### src/rtl/rr_code_encoder.sv
// ---------------------------------------------------------------------------
// rr_code_encoder
//
// Purpose:
//   Upstream stage of the 3-to-8 select decoder. Collects 8 request lines
//   into a sticky pending register. It picks one outstanding request at a
//   time with round-robin arbitration. The winner is offered as a registered
//   3-bit code over a valid/ready handshake. code_out is held constant while
//   it is offered, so the decoder it drives never glitches mid-transfer.
//
// Ports:
//   clk       in   1      system clock, rising edge
//   rst_n     in   1      asynchronous active-low reset
//   req       in   REQ_W  request pulses/levels, bit i requests code i
//   ready     in   1      downstream accepts code_out this cycle
//   code_out  out  CODE_W granted code (registered)
//   valid     out  1      code_out is being offered
//   pending   out  REQ_W  latched outstanding requests
//   idle      out  1      IDLE state with nothing pending
//   cnt_clr   in   1      (RR_CODE_ENCODER_STATS_EN only) zero grant_cnt
//   grant_cnt out  8      (RR_CODE_ENCODER_STATS_EN only) saturating count
//                         of completed handshakes
//
// Optional feature:
//   Define RR_CODE_ENCODER_STATS_EN to add the grant counter and its clear.
// ---------------------------------------------------------------------------
module rr_code_encoder #(
    parameter int REQ_W  = 8,
    parameter int CODE_W = $clog2(REQ_W)
) (
    input  logic              clk,
    input  logic              rst_n,
    input  logic [REQ_W-1:0]  req,
    input  logic              ready,
`ifdef RR_CODE_ENCODER_STATS_EN
    input  logic              cnt_clr,
    output logic [7:0]        grant_cnt,
`endif
    output logic [CODE_W-1:0] code_out,
    output logic              valid,
    output logic [REQ_W-1:0]  pending,
    output logic              idle
);

    localparam logic [0:0] ST_IDLE  = 1'b0;
    localparam logic [0:0] ST_OFFER = 1'b1;

    logic [0:0]        state;
    logic [CODE_W-1:0] rr_ptr;
    logic              handshake;
    logic [REQ_W-1:0]  clr_mask;
    logic [REQ_W-1:0]  pending_next;
    logic [CODE_W-1:0] winner;
    logic              found;
    logic [CODE_W-1:0] idx;

    // valid comes straight from the state register, so it is glitch-free.
    assign valid     = (state == ST_OFFER);
    assign handshake = valid & ready;
    assign idle      = (state == ST_IDLE) && (pending == '0);

    // A completed grant clears its bit. OR-ing req in afterwards means a
    // fresh request on the same edge keeps the bit set.
    assign clr_mask     = handshake ? (REQ_W'(1) << code_out) : '0;
    assign pending_next = (pending & ~clr_mask) | req;

    // Round-robin search: the first set pending bit starting at rr_ptr.
    // The 3-bit index wraps naturally from 7 back to 0.
    always_comb begin
        winner = '0;
        found  = 1'b0;
        idx    = '0;
        for (int i = 0; i < REQ_W; i++) begin
            idx = rr_ptr + CODE_W'(i);
            if (!found && pending[idx]) begin
                winner = idx;
                found  = 1'b1;
            end
        end
    end

    // Request capture runs every edge, regardless of FSM state.
    always_ff @(posedge clk or negedge rst_n) begin
        if (!rst_n) begin
            pending <= '0;
        end else begin
            pending <= pending_next;
        end
    end

    // Two-state offer FSM. Arbitration uses the registered pending value.
    // A raw req therefore takes one edge to be captured, and one more edge
    // to be offered. code_out only loads on entry to OFFER.
    always_ff @(posedge clk or negedge rst_n) begin
        if (!rst_n) begin
            state    <= ST_IDLE;
            code_out <= '0;
            rr_ptr   <= '0;
        end else begin
            case (state)
                ST_IDLE: begin
                    if (found) begin
                        code_out <= winner;
                        state    <= ST_OFFER;
                    end
                end
                ST_OFFER: begin
                    if (ready) begin
                        rr_ptr <= code_out + CODE_W'(1);
                        state  <= ST_IDLE;
                    end
                end
                default: begin
                    state <= ST_IDLE;
                end
            endcase
        end
    end

`ifdef RR_CODE_ENCODER_STATS_EN
    // Saturating handshake counter. A clear on the same edge as an
    // increment wins.
    always_ff @(posedge clk or negedge rst_n) begin
        if (!rst_n) begin
            grant_cnt <= '0;
        end else if (cnt_clr) begin
            grant_cnt <= '0;
        end else if (handshake && (grant_cnt != 8'hFF)) begin
            grant_cnt <= grant_cnt + 8'd1;
        end
    end
`endif

endmodule
### config.mk
export PLATFORM = sky130hd
export DESIGN_NAME = rr_code_encoder
export DESIGN_NICKNAME = d
export VERILOG_FILES = /design/src/rtl/rr_code_encoder.sv
export SDC_FILE = /design/constraint.sdc
export NUM_CORES = 1
export LEC_CHECK = 0
export CAP_MARGIN = 15
export CORE_MARGIN = 2
export CORE_UTILIZATION = 47
export DETAILED_ROUTE_END_ITERATION = 16
export PLACE_DENSITY = 0.73
export SYNTH_ARGS = -nofsm -noshare
export SYNTH_HDL_FRONTEND = slang
export SYNTH_SLANG_ARGS = --single-unit
### constraint.sdc
create_clock -name clk -period 6.96 [get_ports clk]
set_clock_uncertainty 0.05 [all_clocks]
set_input_delay 1.392 -clock clk [delete_from_list [all_inputs] [get_ports clk]]
set_output_delay 1.392 -clock clk [all_outputs]
set_load 0.02 [all_outputs]
==> Yosys cells after proc, flatten, opt, wreduce, memory -nomap -nowiden <==
Cells that the tools add are included.
Widths: inputs -> output; s select.
{ "op_classes": {"mux": 36, "n_bitwise": 5, "n_addsub": 8, "n_reduce_logical": 18, "n_lt_le_gt_ge": 8, "shift": 1} }
{ "ops": {"columns": ["operator", "count"], "rows": [
  ["$lt 3x4->1 const B", 8],
  ["$bmux 1 s3", 8],
  ["$mux 3", 8],
  ["$mux 1", 18],
  ["$add 3x3->3 const B", 4],
  ["$and 8x8->8", 1],
  ["$logic_and 1x1->1", 8],
  ["$logic_not 8->1", 1],
  ["$mux 8", 1],
  ["$not 8->8", 1],
  ["$or 8x8->8", 1],
  ["$shl 1x3->8 const A", 1],
  ["$logic_not 1->1", 7],
  ["$add 3x1->3 const B", 2],
  ["$add 3x2->3 const B", 2],
  ["$reduce_and 2->1", 2],
  ["$pmux 1 s2", 1],
  ["$and 1x1->1", 1],
  ["$not 1->1", 1]
]} }
{ "totals": {"regBits": 15, "input_bits": 11, "output_inout_bits": 13, "wordCells": 80} }

==> Logic depth before layout (Yosys ltp) <==
{ "depth": {"depth_word": 26, "mapped_depth": 11, "ltp_nobuf": 8} }

==> Worst setup path after synthesis <==
No wires, ideal clock.
{ "synth_path": {"path_type": "register to register", "start": "register rr_ptr[0]", "end": "register code_out[0]", "period_less_slack_ns": 2.833, "t_arrival_ns": 2.691, "path_slack_ns": 4.127, "stages_incl_launch_ff": 11, "required_time_ns": 6.818, "cell_sequence": "dfrtp_1 > buf_6 > clkbuf_4 > inv_1 > ha_1 > buf_6 > mux2_1 > mux4_2 > and4b_4 > a211oi_2 > o31ai_2"} }
{ "synth_via": {"elab_chain_cells": 25} }
{ "synth_rtl": {"columns": ["item", "line_no", "source"], "rows": [
  ["start, declared", "49", "logic [CODE_W-1:0] rr_ptr;"],
  ["start signal, assigned", "109", "rr_ptr <= code_out + CODE_W'(1);"],
  ["parallel branches: the longest is 25 deep, another holds $add 3x1->3", null, null],
  ["end signal, assigned", "103", "code_out <= winner;"],
  ["end, declared", "39", "output logic [CODE_W-1:0] code_out,"]
]} }
Parallel ways; which one is timed is not known. The select of a mux whose other input is x is not followed.
A chain may end at the register's enable or synchronous reset.

==> Worst setup path in the final report <==
Same ends and word-level chain as after synthesis.

==> impl_metrics.ini <==
[global_route]
overflow = 0
grt_pass1_wl_um = 6330
grt_start_max_net_pins = 18
grt_pass1_vias = 1335
grt_use_total = 0.231
antenna_found_initial = 0

[floorplanning]
coreArea_um2 = 3050
io_pins = 24
die_y_um = 60.8
rows = 20
chipWidth_um = 60.8
initial_core_util = 0.497
dieArea_um2 = 3700

[routing]
drtPass1Iterations = 4
vias_per_cell = 6.22
detail_route.wl_per_cell_um = 17.4
detail-route-antenna-nets = 0
drt-total-wl_um = 3780
drt_iter0_markers = 48
vias = 1349
drc_errors = 0

[cts]
post_cts_buffers = 0
numCtsBuffers = 3
clock_path_buffers = 2
cts.sinks = 15
cts_max_level = 1
clkLatencyLatePin_ns = 0.29
cts_resized = 0
holdBufCountCts = 0
clockRootBuffer = clkbuf_4
path_clk_slew_ns = 0.10
tritoncts = yes

[pwr]
p_int_mw = 0.287
p_seq_frac = 0.306
p_per_area_nw_per_um2 = 306
p_switching_mw = 0.257
pwr-share-comb = 0.600
vdd_ir_drop_max_v = 0.000168
p_total_mw = 0.543
leakagePower_nw = 0.659
p_clk_frac = 0.093
switching_share = 0.472

[outcome]
status = finished, final reports clean

[layout]
nets = 193
postLayoutCoreUtil = 0.582
drive_gt1_frac = 0.139
antennaDiodeCount = 0
area_delta_synth_final_pct = 17.1
fin_area_um2 = 1780
stdcell_count = 217

[logic_synthesis]
synth_edf_count = 0
synth-simple-area-share = 0.151
synth-xor-area-share = 0.0173
syn-cell-area_um2 = 1520
synth_compound_area_frac = 0.209
synth_top_family_by_area = multiplexers
synth.area.mux_share = 0.251
syn_nets = 172
yosysUniqueCellTypes = 49
ys_ff_latch = 15
synth_fa_ha_area_frac = 0.0660
yosysWarnings = 0
synth_seq_area_share = 0.247
synth_ff_type = dfrtp_1
syn_inst = 153
async_flop_share = 1.00
postSynthAreaPerCell_um2 = 9.92

[worst_setup_path]
startpoint_type = register
crit_type = reg2reg
critPathRequiredTime_ns = 7.12
critPathMaxStageDelay_ns = 0.79
path_delay_family = compound AO/OA/AOI/OAI gates
arrival_ns = 3.64
path_cells = inv_1 -> ha_1 -> mux2_2 -> a221oi_1 -> a32o_2 -> and4b_4 -> a211oi_2 -> o31ai_2
endpoint_kind = register
cpMaxStageDelayCell = dfrtp_1
cp.buffers_inverters = 1
crit_fanout = 17

[sta]
hold_viol = 0
period_share = 0.501
setup_viol = 0
slew-limit-headroom = 0.536
max_freq_mhz = 287
worst_pin_slew_ns = 0.694
period_needed_ns = 3.49
fin_tns_setup_ns = 0
rsz0062_at_grt = false
finalMaxSlewViolations = 0

[place]
gp_congestion = 0.986
portBuffers = 23
placed_area_um2 = 1750
hpwlAfterDp_um = 2890
dp_cells = 213

[run]
maxCapViolations = 0

[worst_hold_path]
hp-class = reg2reg
==> layout by cell type (no fill, tap or decap), types with 2 or more instances in the layout <==
cell type,instances
nor3_1,2
mux2_1,2
clkbuf_4,3
nand2_1,21
ha_1,8
a221oi_1,3
nor2b_1,2
xnor2_1,3
and2_1,4
a21oi_1,2
mux2_2,5
nand3_1,3
inv_1,9
o211ai_1,2
mux2i_1,5
clkdlybuf4s50_1,23
dfrtp_1,15
nor2_1,5
o21ai_0,6
mux4_2,10
nor4_1,2
a21o_1,9
a31oi_1,3
a32oi_1,2
==> metal layers <==
metal  global-route usage  routed length (um)
met5                    0                   0
met1                0.332                1700
met2                0.363                1840
met4               0.0776                  79
met3               0.0320                 159
==> flip-flops by register name, indices dropped and copies added, names as in the netlist <==
name and cells:
pending 8, code_out 3, rr_ptr 3, valid 1
==> path summary, 6_finish.rpt <==
check / startpoint / end / slack [ns] / cells past startpoint
min: valid / valid / 0.55 / 2
max reg2reg: rr_ptr[0] / code_out[0] / 3.47 / 8
min reg2reg: valid / valid / 0.55 / 2
max in group asynchronous: rst_n / pending[6] / 4.95 / 1
min in group asynchronous: rst_n / rr_ptr[0] / 1.46 / 1
max: rr_ptr[0] / code_out[0] / 3.47 / 8
==> tightest hold or removal path, delay by kind of cell (launching register included) <==
family	cells	cell delay [ns]
and+or+nand+nor	2	0.16
DFF	1	0.41
==> power groups by stage <==
stage / Combinational (mW) / Clock [mW] / Sequential, mW
after floorplan: 0.268 / 0 / 0.146
after global placement: 0.316 / 0 / 0.166
after detailed placement: 0.324 / 0 / 0.168
after CTS: 0.325 / 0.0533 / 0.166
after global routing: 0.356 / 0.0564 / 0.174
final: 0.326 / 0.0506 / 0.166
==> cells in the mapped netlist, types with 3 or more instances <==
library cell	count	share of area
xnor2_1	3	0.017
and2_1	4	0.016
a31oi_1	3	0.012
nand3_1	3	0.0099
a221oi_1	3	0.017
nor2_1	5	0.012
mux2_2	5	0.037
a21o_1	9	0.045
mux2i_1	5	0.033
inv_1	9	0.022
nand2_1	21	0.052
o21ai_0	6	0.020
dfrtp_1	15	0.25
mux4_2	10	0.15
ha_1	8	0.066
==> kinds of logic after synthesis <==
| family | after synthesis |
|---|---|
| compound gates | 42 |
| xor+xnor | 3 |
| fa+ha+maj | 8 |
| buf+inv | 17 |
| flops | 15 |
| mux | 23 |
| simple gates | 45 |
==> area by class of cell <==
type | count | area (um2)
Clock buffer | 4 | 26.3
Multi-Input combinational cell | 121 | 1050
Fill cell | 288 | 1270
Tap cell | 44 | 55.1
Inverter | 10 | 37.5
Timing Repair Buffer | 23 | 230
Sequential cell | 15 | 375
==> stage by stage <==
step	setup WS (ns)	hold WS [ns]
floorplan	4.13	0.592
global placement	3.61	0.502
detailed placement	3.53	0.523
CTS	3.49	0.546
global route	3.20	0.589
finish	3.47	0.552
(Power assumes the default switching activity.)
